--- config.mk ---
export PLATFORM = sky130hd
export DESIGN_NAME = axis_frame_tx
export DESIGN_NICKNAME = d
export VERILOG_FILES = /design/src/rtl/axis_frame_tx.sv
export SDC_FILE = /design/constraint.sdc
export NUM_CORES = 1
export LEC_CHECK = 0
export BUFFER_PORTS_ARGS = -buffer_cell sky130_fd_sc_hd__buf_2
export CELL_PAD_IN_SITES_DETAIL_PLACEMENT = 0
export CELL_PAD_IN_SITES_GLOBAL_PLACEMENT = 1
export CORE_MARGIN = 5
export CORE_UTILIZATION = 39
export CTS_CLUSTER_DIAMETER = 60
export DETAILED_ROUTE_END_ITERATION = 10
export GPL_TIMING_DRIVEN = 0
export PLACE_DENSITY = 0.63
export SETUP_SLACK_MARGIN = 0.5
export SYNTH_ARGS = -nofsm -noshare
export SYNTH_HDL_FRONTEND = slang
export SYNTH_SLANG_ARGS = --single-unit
--- constraint.sdc ---
create_clock -name clk -period 7.87 [get_ports clk]
set_clock_uncertainty 0.15 [all_clocks]
set_input_delay 0.787 -clock clk [delete_from_list [all_inputs] [get_ports clk]]
set_output_delay 0.787 -clock clk [all_outputs]
set_load 0.01 [all_outputs]
--- src/rtl/axis_frame_tx.sv ---
// axis_frame_tx: buffers dataplane frames in a beat FIFO and replays them as an
// AXI4-Stream master (store-and-forward, cut-through when full, inter-frame gap). Option: TX_STATS_EN.
module axis_frame_tx #(
  parameter int unsigned DATA_WIDTH = 64,
  parameter int unsigned DEPTH      = 16,
  parameter int unsigned IFG_CYCLES = 2,
  localparam int unsigned KEEP_W    = DATA_WIDTH / 8,
  localparam int unsigned AW        = $clog2(DEPTH)
) (
  input  logic                  clk,
  input  logic                  rst,
  input  logic                  s_valid,
  input  logic [DATA_WIDTH-1:0] s_data,
  input  logic [KEEP_W-1:0]     s_keep,
  input  logic                  s_last,
  output logic                  s_ready,
  input  logic                  tx_enable,
  output logic                  tvalid,
  output logic [DATA_WIDTH-1:0] tdata,
  output logic [KEEP_W-1:0]     tkeep,
  output logic                  tlast,
  input  logic                  tready,
  output logic                  busy,
  output logic [AW:0]           frames_pending,
  output logic [31:0]           frame_count,
  output logic [31:0]           byte_count
);
  localparam int unsigned PW     = AW + 1;
  localparam int unsigned BEAT_W = DATA_WIDTH + KEEP_W + 1;
  localparam int unsigned GW     = (IFG_CYCLES > 1) ? $clog2(IFG_CYCLES) : 1;

  typedef enum logic [1:0] {IDLE, SEND, GAP} state_t;

  state_t            state, state_nxt;
  logic [GW-1:0]     gap_cnt, gap_cnt_nxt;
  logic [BEAT_W-1:0] mem [DEPTH];
  logic [BEAT_W-1:0] head;
  logic [AW:0]       wr_ptr, rd_ptr;
  logic              ready_q, empty, full, push, pop, start;

  assign empty   = (wr_ptr == rd_ptr);
  assign full    = (wr_ptr[AW] != rd_ptr[AW]) && (wr_ptr[AW-1:0] == rd_ptr[AW-1:0]);
  assign s_ready = ready_q && !full;
  assign push    = s_valid && s_ready;
  assign pop     = tvalid && tready;
  assign head    = mem[rd_ptr[AW-1:0]];
  assign busy    = (state != IDLE);
  // Full FIFO starts a frame even without a stored tlast (oversize frame cut-through).
  assign start   = tx_enable && ((frames_pending != '0) || full);

  // Holds s_ready low until the first edge after reset release.
  always_ff @(posedge clk or posedge rst) begin
    if (rst) ready_q <= 1'b0;
    else     ready_q <= 1'b1;
  end

  always_ff @(posedge clk) begin
    if (push) mem[wr_ptr[AW-1:0]] <= {s_last, s_keep, s_data};
  end

  always_ff @(posedge clk or posedge rst) begin
    if (rst) begin
      wr_ptr <= '0;
      rd_ptr <= '0;
    end else begin
      if (push) wr_ptr <= wr_ptr + PW'(1);
      if (pop)  rd_ptr <= rd_ptr + PW'(1);
    end
  end

  always_ff @(posedge clk or posedge rst) begin
    if (rst) frames_pending <= '0;
    else     frames_pending <= frames_pending + PW'(push && s_last) - PW'(pop && tlast);
  end

  always_ff @(posedge clk or posedge rst) begin
    if (rst) begin
      state   <= IDLE;
      gap_cnt <= '0;
    end else begin
      state   <= state_nxt;
      gap_cnt <= gap_cnt_nxt;
    end
  end

  // The last gap cycle re-evaluates the start condition so the gap is exactly IFG_CYCLES idle cycles.
  always_comb begin
    state_nxt   = state;
    gap_cnt_nxt = gap_cnt;
    tvalid      = 1'b0;
    tdata       = '0;
    tkeep       = '0;
    tlast       = 1'b0;
    unique case (state)
      IDLE: if (start) state_nxt = SEND;
      SEND: begin
        tvalid = !empty;
        if (!empty) {tlast, tkeep, tdata} = head;
        if (!empty && tready && head[BEAT_W-1]) begin
          gap_cnt_nxt = '0;
          state_nxt   = (IFG_CYCLES > 0) ? GAP : IDLE;
        end
      end
      GAP: begin
        gap_cnt_nxt = gap_cnt + GW'(1);
        if (gap_cnt == GW'(IFG_CYCLES - 1)) state_nxt = start ? SEND : IDLE;
      end
      default: state_nxt = IDLE;
    endcase
  end

`ifdef TX_STATS_EN
  function automatic logic [31:0] ones(input logic [KEEP_W-1:0] k);
    ones = '0;
    for (int unsigned i = 0; i < KEEP_W; i++) ones = ones + 32'(k[i]);
  endfunction

  always_ff @(posedge clk or posedge rst) begin
    if (rst) begin
      frame_count <= '0;
      byte_count  <= '0;
    end else if (pop) begin
      frame_count <= frame_count + 32'(tlast);
      byte_count  <= byte_count + ones(tkeep);
    end
  end
`else
  assign frame_count = '0;
  assign byte_count  = '0;
`endif

endmodule

### Yosys cells after proc, flatten, opt, wreduce, memory -nomap -nowiden

Memories as Yosys holds them, arrays and structs flattened.
Index checks and enable logic that the tools add are counted.

| word-level totals | value |
|---|---|
| flip-flop bits (word level) | 19 |
| memory bits (writable) | 1168 |
| output and inout bits | 145 |
| logic and storage cells | 54 |
| memories kept | 1 |

Memories:

| memory | words | width | read ports | clocked after Yosys merged registers in | write ports | line | RTL |
|---|---|---|---|---|---|---|---|
| mem | 16 | 73 | 1 | 0 | 1 | 36 | `logic [BEAT_W-1:0] mem [DEPTH];` |

| operators by class | value |
|---|---|
| add/subtract/negate cells | 5 |
| equality and inequality tests | 8 |
| muxes and demuxes | 16 |
| reduce and logical (&&, ||, !) cells | 18 |

Operators by type and width:

| cell | number |
|---|---|
| $mux 64 | 2 |
| $mux 8 | 2 |
| $add 5x1->5 const B | 2 |
| $logic_and 1x1->1 | 9 |
| $mux 1 | 7 |
| $mux 2 | 3 |
| $ne 2x2->1 const B | 3 |
| $pmux 2 s3 | 1 |
| $add 5x1->5 | 1 |
| $eq 5x5->1 | 1 |
| $reduce_bool 5->1 | 1 |
| $sub 5x1->5 | 1 |
| $eq 4x4->1 | 1 |
| $reduce_bool 2->1 | 2 |
| $reduce_and 3->1 | 1 |
| $eq 2x1->1 const B | 1 |
| $eq 2x2->1 const B | 1 |
| $logic_not 1->1 | 2 |
| $logic_not 2->1 | 1 |
| $pmux 1 s2 | 1 |
| $reduce_and 2->1 | 1 |
| $add 1x1->1 const B | 1 |
| $logic_or 1x1->1 | 1 |
| $ne 1x1->1 | 1 |

### Longest topological paths before layout

Gate-level depths: netlist (run 1).

| logic depth | value |
|---|---|
| depth after elaboration | 8 |
| depth in mapped cells | 16 |

### Worst setup path before layout (run 1)

No wires, ideal clock.

| timing | value |
|---|---|
| path kind | register to register |
| start | register rd_ptr[0] |
| end | memory mem[3][0] (netlist name) (enable) |
| setup time | 0.594 ns |
| arrival | 6.351 ns |
| data required time | 7.126 ns |
| setup slack | 0.775 ns |
| cell stages (with the launch flop) | 9 |
| path buffers | 3 |
| clock period less this slack | 7.095 ns |
| path through | dfrtp_1 > buf_2 > buf_6 > xnor2_1 > nand4_1 > o211a_1 > clkbuf_1 > nand2_1 > nor3_1 |

| on the way | value |
|---|---|
| cells in the longest elaborated chain, start to end | 7 |

RTL lines:

| what | line | RTL |
|---|---|---|
| start, declared | 38 | `logic [AW:0] wr_ptr, rd_ptr;` |
| start signal, assigned | 67 | `if (pop) rd_ptr <= rd_ptr + PW'(1);` |
| $eq 4x4->1 | 42 | `assign full = (wr_ptr[AW] != rd_ptr[AW]) && (wr_ptr[AW-1:0] == rd_ptr[AW-1:0]);` |
| $logic_and 1x1->1 | 42 |  |
| $logic_not 1->1 | 43 | `assign s_ready = ready_q && !full;` |
| $logic_and 1x1->1 | 43 |  |
| $logic_and 1x1->1 | 44 | `assign push = s_valid && s_ready;` |
| $mux 1 | 58 | `if (push) mem[wr_ptr[AW-1:0]] <= {s_last, s_keep, s_data};` |
| $mux 1 (not written as such) | 58 |  |
| end, declared | 36 |  |

No other way between the ends.

### Final worst setup path (run 1)

| timing | value |
|---|---|
| start | register rd_ptr[1] |
| end | output port tkeep[3] |

| on the way | value |
|---|---|
| cells in the longest elaborated chain, start to end | 3 |

RTL lines:

| what | line | RTL |
|---|---|---|
| $mem_v2 16x73 or $eq 5x5->1 (tied branches) | - |  |
| $mux 8 (*) | 98 | `if (!empty) {tlast, tkeep, tdata} = head;` |
| $mux 8 (*) | 94 | `unique case (state)` |
| end, declared | 20 | `output logic [KEEP_W-1:0] tkeep,` |

Mark *: on every way between the ends. The rest lies on a longest branch, timed or not.

==> results of run 1 <==
path summary, 6_finish.rpt:
check | to | cells past startpoint
min in group clk | rd_ptr[3] | 3
min reg2reg | wr_ptr[4] | 1
max reg2reg | frames_pending[4] | 14
max | tkeep[3] | 7
min | frames_pending[3] | 2
max in group asynchronous | wr_ptr[4] | 2
cells in the mapped netlist:
master / number
edfxtp_1: 1168
mux4_2: 363
and2_1: 73
buf_4: 64
clkbuf_1: 54
buf_6: 27
dfrtp_1: 19
and3_1: 16
buf_2: 12
ha_1: 11
inv_1: 11
xnor2_1: 11
nand2_1: 7
nor2_1: 7
xor2_1: 7
o21ai_1: 5
a21oi_1: 3
buf_1: 3
nor2b_1: 3
conb_1: 2
mux2_2: 2
mux2i_1: 2
nand3_1: 2
nor3_1: 2
o21ai_0: 2
a21o_1: 1
a31oi_1: 1
a32oi_2: 1
and4_1: 1
fa_1: 1
inv_2: 1
nand2b_1: 1
nand4_1: 1
nor3b_1: 1
nor4_1: 1
o211a_1: 1
o211ai_1: 1
or2_1: 1
or3_1: 1
registers in the layout, summed over array words and instances (netlist names):
signal	cells
gap_cnt	1
wr_ptr	5
ready_q	1
state	2
frames_pending	5
rd_ptr	5
mem	1168
layer usage:
| layer | wire, um | vias up | track usage (%) | share of wire, % |
|---|---|---|---|---|
| met1 | 46990 | 11470 | 24.73 | 41 |
| met2 | 57590 | 714 | 31.04 | 51 |
| met5 | 65 | - | 0 | 0.057 |
| met4 | 1722 | 12 | 3.954 | 1.5 |
| li1 | - | 8723 | - | - |
| met3 | 7355 | 148 | 3.801 | 6.5 |
power by group:
part           total (mW)  internal [mW]  leakage (nW)  switching [mW]
clock                5.98           3.56          2.04            2.42
combinational        5.74           2.67          4.72            3.07
sequential           7.41           7.32          10.8          0.0891
worst max-delay path, delay by kind of cell (launching register included):
kind,cells,cell delay (ns)
and+or+nand+nor,1,0.26
buffers and inverters,4,2.07
DFF,1,0.35
muxes,2,0.89
kinds of logic (layout without fill, tap and decap cells):
| logic type | count (synthesis) | in the layout | share of synthesized area, % |
|---|---|---|---|
| AO/OA/AOI/OAI | 15 | 15 | 0.2122 |
| XOR/XNOR | 18 | 18 | 0.3428 |
| adder cells (fa/ha/maj) | 12 | 12 | 0.3428 |
| buffers and inverters | 172 | 600 | 2.400 |
| flip-flops | 1187 | 1187 | 77.30 |
| multiplexers | 367 | 367 | 17.87 |
| other | 2 | 72 | 0.01633 |
| AND/OR/NAND/NOR | 117 | 117 | 1.513 |
through the flow:
stage	setup TNS (ns)	utilization, %
after floorplan	0	-
after global placement	-512.91	41.61
after detailed placement	0	42.31
after CTS	0	45.89
after global routing	0	45.89
final	0	45.91
area by class of cell:
class	count	area share, %
Sequential cell	1187	65.85
Multi-Input combinational cell	594	17.88
Clock buffer	166	6.434
Tap cell	1536	3.560
Timing Repair Buffer	193	2.848
Buffer	160	1.961
Clock inverter	69	1.360
Inverter	12	0.08343
Antenna cell	7	0.03245
==> impl_metrics.env, run 1 <==
export IMPL_status="finished, violations left"
export IMPL_violations="capacitance limit"
export IMPL_fmax_mhz=191.1
export IMPL_layout_cells_non_filler=3924
export IMPL_die_y_um=353.4
export IMPL_dieArea_um2=124900
export IMPL_end_kind="output port"
export IMPL_arrival_ns=4.30
export IMPL_final_cell_mix="edfxtp_1 (1168), mux4_2 (363), buf_2 (170), clkbuf_16 (134), clkbuf_1 (86)"
export IMPL_antenna_found_initial=22
export IMPL_first_iter_violations=2142
export IMPL_netlist_cell_type_count=39
export IMPL_grt_pass1_wl_um=163600
export IMPL_maxSlewViolCount=0
export IMPL_wl_um=113700
export IMPL_firstDrtPassIters=6
export IMPL_synthCells=1890
export IMPL_critPathMaxFanout=10
export IMPL_final_nets=2369
export IMPL_r2r_slack_ns=3.13
export IMPL_required_ns=6.93
export IMPL_cts_buffers=131
export IMPL_synth_top_cell_area_share_pct=76.27
export IMPL_grt_ovfl_total=0
export IMPL_crit_start="rd_ptr[1]"
export IMPL_dpl_cell_area_um2=49760
export IMPL_ys_ff_latch=1187
export IMPL_worst_slack_ns=2.637
export IMPL_clock_latency_ns=0.73
export IMPL_critical_path_max_stage_delay_ns=0.90
export IMPL_setup_viol=0
export IMPL_hpwlAfterDp_um=65320
export IMPL_fp_row_count=126
export IMPL_syn_area_per_cell_um2=24.33
export IMPL_cp_start_kind="register"
export IMPL_holdWs_ns=0.1342
export IMPL_via_per_inst=5.369
export IMPL_drive_gt1_share_pct=36.12
export IMPL_r2r_start="rd_ptr[1]"
export IMPL_grt_max_degree=41
export IMPL_hold_buffers=0
export IMPL_fp_dieW_um=353.4
export IMPL_antenna_left=0
export IMPL_path_clk_slew_ns=0.06
export IMPL_tritoncts="yes"
export IMPL_initial_core_util_pct=39.10
export IMPL_area_sequential_um2=35550
export IMPL_fin_crit_sh_pct=66.49
export IMPL_cts_buffer_depth=3
export IMPL_syn_to_final_growth_pct=17.40
export IMPL_critical_path_class="register to output port"
export IMPL_clock_sinks=1187
export IMPL_gp_congestion=0.7197
export IMPL_rsz0062_at_grt="no"
export IMPL_final_common_cell="edfxtp_1"
export IMPL_crit_slowest_cell="clkbuf_1"
export IMPL_drc=0
export IMPL_ys_seq_area_share_pct=77.30
export IMPL_multi_input_area_um2=9651
export IMPL_irDropWorstVdd_mv=0.1798
export IMPL_netlist_area_um2=45990
export IMPL_grt_pass1_vias=22380
export IMPL_cts_root_buffer="clkbuf_16"
export IMPL_relSlewSlack_pct=0.8981
export IMPL_wl_per_cell_um=28.98
export IMPL_core_area_um2=117600
export IMPL_power_density_nw_per_um2=354.3
export IMPL_drv_cap=1
export IMPL_pre_cts_ws_ns=3.243
export IMPL_post_cts_buffers=0
export IMPL_htreeDepth=4
export IMPL_fin_crit_ns=5.233
export IMPL_port_buffers=158
export IMPL_dp_cells=3682
export IMPL_grt_total_usage_pct=18.32
export IMPL_ctsResizeCount=0
export IMPL_hold_violations=0
export IMPL_tightest_slew_ns=1.473
export IMPL_io_pins=223
export IMPL_hold_path_class="primary input to async pin"
export IMPL_yosys_area_top_type="edfxtp_1"
export IMPL_crit_chain="buf_2 -> clkbuf_1 -> clkbuf_1 -> mux4_2 -> mux4_2 -> and2_1 -> buf_2"
export IMPL_finalPower_mw=19.13
export IMPL_vias=21070
export IMPL_stdcell_area_um2=53990
export IMPL_yosys_warnings=0
export IMPL_n_fill_cell=9706
export IMPL_synth_area_leaders="edfxtp_1 (76%), mux4_2 (18%), buf_4 (1.0%)"
export IMPL_leakagePower_nw=17.51
Power figures use the tool's default switching activity.
==> run 2, diff against run 1 <==
--- a/config.mk
+++ b/config.mk
@@ -13,7 +13,7 @@
 export CTS_CLUSTER_DIAMETER = 60
 export DETAILED_ROUTE_END_ITERATION = 10
 export GPL_TIMING_DRIVEN = 0
-export PLACE_DENSITY = 0.63
+export PLACE_DENSITY = 0.65
 export SETUP_SLACK_MARGIN = 0.5
 export SYNTH_ARGS = -nofsm -noshare
 export SYNTH_HDL_FRONTEND = slang
==> constraint.sdc (replaced) <==
create_clock -name clk -period 4.7 [get_ports clk]
set_clock_uncertainty 0.15 [all_clocks]
set_input_delay 0.47 -clock clk [delete_from_list [all_inputs] [get_ports clk]]
set_output_delay 0.47 -clock clk [all_outputs]
set_load 0.01 [all_outputs]
==> impl_metrics.env, run 2 (synthesized netlist as in run 1, its figures left out) <==
export IMPL_relSlewSlack_pct=16.92
export IMPL_use_met2_pct=30.02
export IMPL_fmax_mhz=244.4
export IMPL_clock_sinks=1187
export IMPL_cp_start_kind="register"
export IMPL_first_iter_violations=1995
export IMPL_tritoncts="yes"
export IMPL_critPathMaxFanout=10
export IMPL_cts_root_buffer="clkbuf_16"
export IMPL_fp_dieW_um=353.4
export IMPL_wl_per_cell_um=28.43
export IMPL_grt_pass1_vias=22580
export IMPL_initial_core_util_pct=39.10
export IMPL_end_kind="output port"
export IMPL_use_met3_pct=4.090
export IMPL_final_nets=2435
export IMPL_port_buffers=158
export IMPL_fin_crit_ns=4.092
export IMPL_postLayoutCoreUtil_pct=46.32
export IMPL_holdWs_ns=0.2765
export IMPL_path_clk_slew_ns=0.06
export IMPL_r2r_cells=15
export IMPL_antenna_left=0
export IMPL_vias=21270
export IMPL_drc=0
export IMPL_tns_ns=0
export IMPL_hold_path_class="primary input to register"
export IMPL_clock_latency_ns=0.72
export IMPL_cts_buffer_depth=3
export IMPL_power_density_nw_per_um2=580.0
export IMPL_hold_violations=0
export IMPL_grt_ovfl_total=0
export IMPL_htreeDepth=4
export IMPL_tightest_slew_ns=1.246
export IMPL_final_cell_mix="edfxtp_1 (1168), mux4_2 (363), buf_2 (177), clkbuf_16 (135), dlygate4sd3_1 (76)"
export IMPL_setup_viol=0
export IMPL_hpwlAfterDp_um=64460
export IMPL_fin_crit_sh_pct=87.07
export IMPL_required_ns=4.08
export IMPL_io_pins=223
export IMPL_r2r_slack_ns=0.65
export IMPL_wl_um=113200
export IMPL_core_area_um2=117600
export IMPL_die_y_um=353.4
export IMPL_hold_start="s_valid"
export IMPL_crit_end="tdata[33]"
export IMPL_r2r_start="rd_ptr[1]"
export IMPL_largest_reg_flops=1168
export IMPL_r2r_end="frames_pending[4]"
export IMPL_maxSlewViolCount=0
export IMPL_gp_congestion=0.7296
export IMPL_critical_path_class="register to output port"
export IMPL_top_usage_layer="met2"
export IMPL_leakagePower_nw=17.79
export IMPL_met1_usage_pct=24.39
export IMPL_crit_start="rd_ptr[1]"
export IMPL_firstDrtPassIters=5
export IMPL_final_common_cell="edfxtp_1"
export IMPL_syn_to_final_growth_pct=18.45
export IMPL_pre_cts_ws_ns=0.2205
export IMPL_grt_pass1_wl_um=161400
export IMPL_antenna_found_initial=10
export IMPL_status="finished clean"
export IMPL_irDropWorstVdd_mv=0.3369
export IMPL_dieArea_um2=124900
export IMPL_cts_buffers=130
export IMPL_worst_slack_ns=0.6078
export IMPL_via_per_inst=5.345
export IMPL_grt_total_usage_pct=18.06
export IMPL_arrival_ns=3.47
export IMPL_fp_row_count=126
export IMPL_drv_cap=0
export IMPL_grt_max_degree=43
export IMPL_drive_gt1_share_pct=35.86
export IMPL_rsz0062_at_grt="yes"
## run 2: cell types whose count changed in the layout (fill, tap and decap cells not counted), sizes merged
| cell | before | now |
|---|---|---|
| clkbuf | 220 | 215 |
| inv | 23 | 19 |
| dlygate4sd3 | 0 | 76 |
| clkinv | 40 | 42 |
| bufinv | 13 | 7 |
| clkinvlp | 5 | 1 |
| buf | 299 | 296 |
## run 2: worst min-delay path by stage
| stage | endpoint | cells past startpoint |
|---|---|---|
| global placement | rd_ptr[4] | 1 |
| finish | wr_ptr[3] | 4 |
| CTS | wr_ptr[3] | 4 |
| detailed placement | wr_ptr[4] | 1 |
| global route | wr_ptr[3] | 4 |
| floorplan | frames_pending[0] | 1 |
## run 2: routing by layer
| layer | vias to the layer above | wire (um) |
|---|---|---|
| li1 | 8865 | - |
| met1 | 11440 | 46980 |
| met2 | 818 | 56000 |
| met3 | 143 | 8030 |
| met4 | 8 | 2114 |
| met5 | - | 39 |
## run 2: power by group
group          total (mW)  switching (mW)  internal, mW
combinational        9.64            5.11          4.53
sequential           12.4           0.153          12.3
clock                9.55            3.93          5.61
total                31.6            9.19          22.4
## run 2: repair_timing
item                                    in CTS  in global routing
pin swaps                                    0                  1
gates resized for setup                     39                 17
hold buffers                                76                  0
hold endpoints to repair                  1192                  0
endpoints found under the setup margin      75                 64
setup buffers                                0                  0
## run 2: per-stage QoR
stage	total power, mW	cells	instance area, um^2
after CTS	32.06	3972	54440
after global routing	32.97	3976	54460
after detailed placement	22.44	3672	49660
after floorplan	18.92	1953	46230
after global placement	22.27	3647	48950
final	31.59	3980	54470
## run 2: worst max-delay path, cell delays in order (launching register included)
cell and delay [ns]:
dfrtp_1 0.34, buf_2 0.24, clkbuf_2 0.42, buf_2 0.45
mux4_2 0.37, mux4_2 0.47, and2_1 0.28, buf_2 0.19
## run 2: final cells by class
class / count / area (um^2)
timing repair buffer: 260 / 2200
fill: 9638 / 63140
inverter: 12 / 45.04
clock inverter: 57 / 460.4
sequential: 1187 / 35550
buffer: 160 / 1114
multi-input combinational: 594 / 9666
clock buffer: 167 / 3498
antenna: 7 / 17.52
tap: 1536 / 1922
==> run 3, diff against run 2 <==
--- a/config.mk
+++ b/config.mk
@@ -8,7 +8,6 @@
 export BUFFER_PORTS_ARGS = -buffer_cell sky130_fd_sc_hd__buf_2
 export CELL_PAD_IN_SITES_DETAIL_PLACEMENT = 0
 export CELL_PAD_IN_SITES_GLOBAL_PLACEMENT = 1
-export CORE_MARGIN = 5
 export CORE_UTILIZATION = 39
 export CTS_CLUSTER_DIAMETER = 60
 export DETAILED_ROUTE_END_ITERATION = 10
==> impl_metrics.env, run 3 (synthesized netlist as in run 1, its figures left out) <==
export IMPL_status="finished clean"
export IMPL_drc=0
export IMPL_irDropWorstVdd_mv=0.3105
export IMPL_die_y_um=345.4
export IMPL_grt_max_degree=43
export IMPL_final_common_cell="edfxtp_1"
export IMPL_rsz0062_at_grt="yes"
export IMPL_path_depth=7
export IMPL_firstDrtPassIters=7
export IMPL_relSlewSlack_pct=22.87
export IMPL_wl_um=112200
export IMPL_power_density_nw_per_um2=582.8
export IMPL_postLayoutCoreUtil_pct=46.84
export IMPL_cpMostUsedCell="buf_2"
export IMPL_fin_crit_sh_pct=86.41
export IMPL_critPathMaxFanout=10
export IMPL_cts_buffers=121
export IMPL_gp_congestion=0.7122
export IMPL_pre_cts_ws_ns=0.1506
export IMPL_hold_start="s_data[6]"
export IMPL_final_nets=2429
export IMPL_drive_gt1_share_pct=36.44
export IMPL_n_fill_cell=9525
export IMPL_arrival_ns=3.44
export IMPL_r2r_slack_ns=0.74
export IMPL_r2r_end="frames_pending[4]"
export IMPL_initial_core_util_pct=39.47
export IMPL_port_buffers=158
export IMPL_drv_cap=0
export IMPL_setup_viol=0
export IMPL_hpwlAfterDp_um=64360
export IMPL_hold_violations=0
export IMPL_antenna_left=0
export IMPL_vias=21290
export IMPL_wl_per_cell_um=28.26
export IMPL_worst_slack_ns=0.6386
export IMPL_whs_path_depth=1
export IMPL_first_iter_violations=2067
export IMPL_grt_pass1_vias=22340
export IMPL_tns_ns=0
export IMPL_tritoncts="yes"
export IMPL_r2r_cells=15
export IMPL_required_ns=4.08
export IMPL_crit_chain="buf_2 -> clkbuf_2 -> buf_2 -> mux4_2 -> mux4_2 -> and2_1 -> buf_2"
export IMPL_via_per_inst=5.361
export IMPL_leakagePower_nw=17.82
export IMPL_clock_latency_ns=0.69
export IMPL_antenna_found_initial=9
export IMPL_clock_sinks=1187
export IMPL_hold_path_class="primary input to register"
export IMPL_r2r_start="rd_ptr[1]"
export IMPL_cts_root_buffer="clkbuf_16"
export IMPL_min_to="mem[1][6]"
export IMPL_critical_path_max_stage_delay_ns=0.47
export IMPL_grt_total_usage_pct=18.86
export IMPL_crit_slowest_cell="buf_2"
export IMPL_grt_pass1_wl_um=160600
export IMPL_critPathBufInv=4
export IMPL_end_kind="output port"
export IMPL_htreeDepth=3
export IMPL_syn_to_final_growth_pct=18.68
export IMPL_holdWs_ns=0.03968
export IMPL_maxSlewViolCount=0
export IMPL_fin_crit_ns=4.061
export IMPL_grt_ovfl_total=0
export IMPL_cts_buffer_depth=3
export IMPL_cp_start_kind="register"
export IMPL_crit_family="buffers and inverters"
export IMPL_critical_path_class="register to output port"
export IMPL_core_area_um2=116500
export IMPL_fp_dieW_um=345.4
export IMPL_fp_row_count=125
export IMPL_largest_reg_flops=1168
export IMPL_fmax_mhz=246.2
export IMPL_final_cell_mix="edfxtp_1 (1168), mux4_2 (363), buf_2 (173), clkbuf_16 (124), dlygate4sd3_1 (75)"
export IMPL_path_clk_slew_ns=0.06
export IMPL_dieArea_um2=119300
export IMPL_tightest_slew_ns=1.157
export IMPL_io_pins=223
export IMPL_finalPower_mw=31.81
==> run 3: changes by cell type in the layout (fill, tap and decap cells not counted), moves of 4 or more <==
cell        delta
clkbuf_16     -11
bufinv_16      +9
clkinv_2       +7
clkbuf_2       +6
clkinvlp_4     +6
diode_2        -5
buf_2          -4
inv_6          -4
==> run 3: worst reg2reg max path, stage by stage (launching register included) <==
cell     delay (ns)
dfrtp_1        0.35
buf_2          0.22
buf_2          0.40
buf_2          0.39
mux2i_1        0.23
nand3_1        0.13
a32oi_4        0.44
nor3b_1        0.14
ha_1           0.29
inv_1          0.04
ha_1           0.20
fa_1           0.44
a21oi_1        0.16
nor2_1         0.05
nor2_1         0.11
xnor2_1        0.13
==> run 3: layout make-up <==
| type | count | area [um^2] | share of cell area (%) |
|---|---|---|---|
| inverter | 12 | 45.04 | 0.08253 |
| clock inverter | 77 | 818.3 | 1.499 |
| timing repair buffer | 263 | 2252 | 4.127 |
| buffer | 160 | 1109 | 2.031 |
| antenna | 2 | 5.005 | 0.009171 |
| multi-input combinational | 594 | 9682 | 17.74 |
| tap | 1524 | 1907 | 3.494 |
| sequential | 1187 | 35550 | 65.14 |
| clock buffer | 152 | 3208 | 5.878 |
==> run 3: per-layer routing <==
layer | GRT usage, % | up-vias | share of wire [%]
met4 | 3.735 | 14 | 1.7
met2 | 31.64 | 783 | 50
met5 | 0 | - | 0.082
met1 | 25.62 | 11490 | 41
li1 | - | 8855 | -
met3 | 3.808 | 144 | 6.8
==> run 3: timing repair <==
action | in CTS | in global routing
setup buffers | 2 | 0
hold buffers | 75 | 0
gates resized for setup | 39 | 11
endpoints found under the setup margin | 73 | 9
cloned | 0 | 0
pin swaps | 2 | 0
endpoints found under the hold margin | 1163 | 0
==> run 3: worst max path at each step <==
stage / start / to / slack, ns
floorplan: rd_ptr[0] / mem[10][0] / 0.85
global placement: rd_ptr[2] / mem[8][62] / -2.39
detailed placement: rd_ptr[2] / tdata[32] / 0.15
CTS: rd_ptr[1] / tkeep[7] / 0.51
global route: rd_ptr[1] / frames_pending[4] / 0.46
finish: rd_ptr[1] / tkeep[3] / 0.64
==> run 3: report_power, final <==
part	leakage (nW)	internal, mW	switching (mW)
registers	10.8	12.2	0.155
logic	5.12	4.55	5.16
clock network	1.95	5.71	3.98
total	17.8	22.5	9.30
==> run 3: through the flow <==
step / cells / area [um^2]
3_5_place_dp: 3663 / 49700
4_1_cts: 3969 / 54560
6_report: 3971 / 54570
2_1_floorplan: 1953 / 46230
5_1_grt: 3970 / 54570
3_3_place_gp: 3635 / 48930
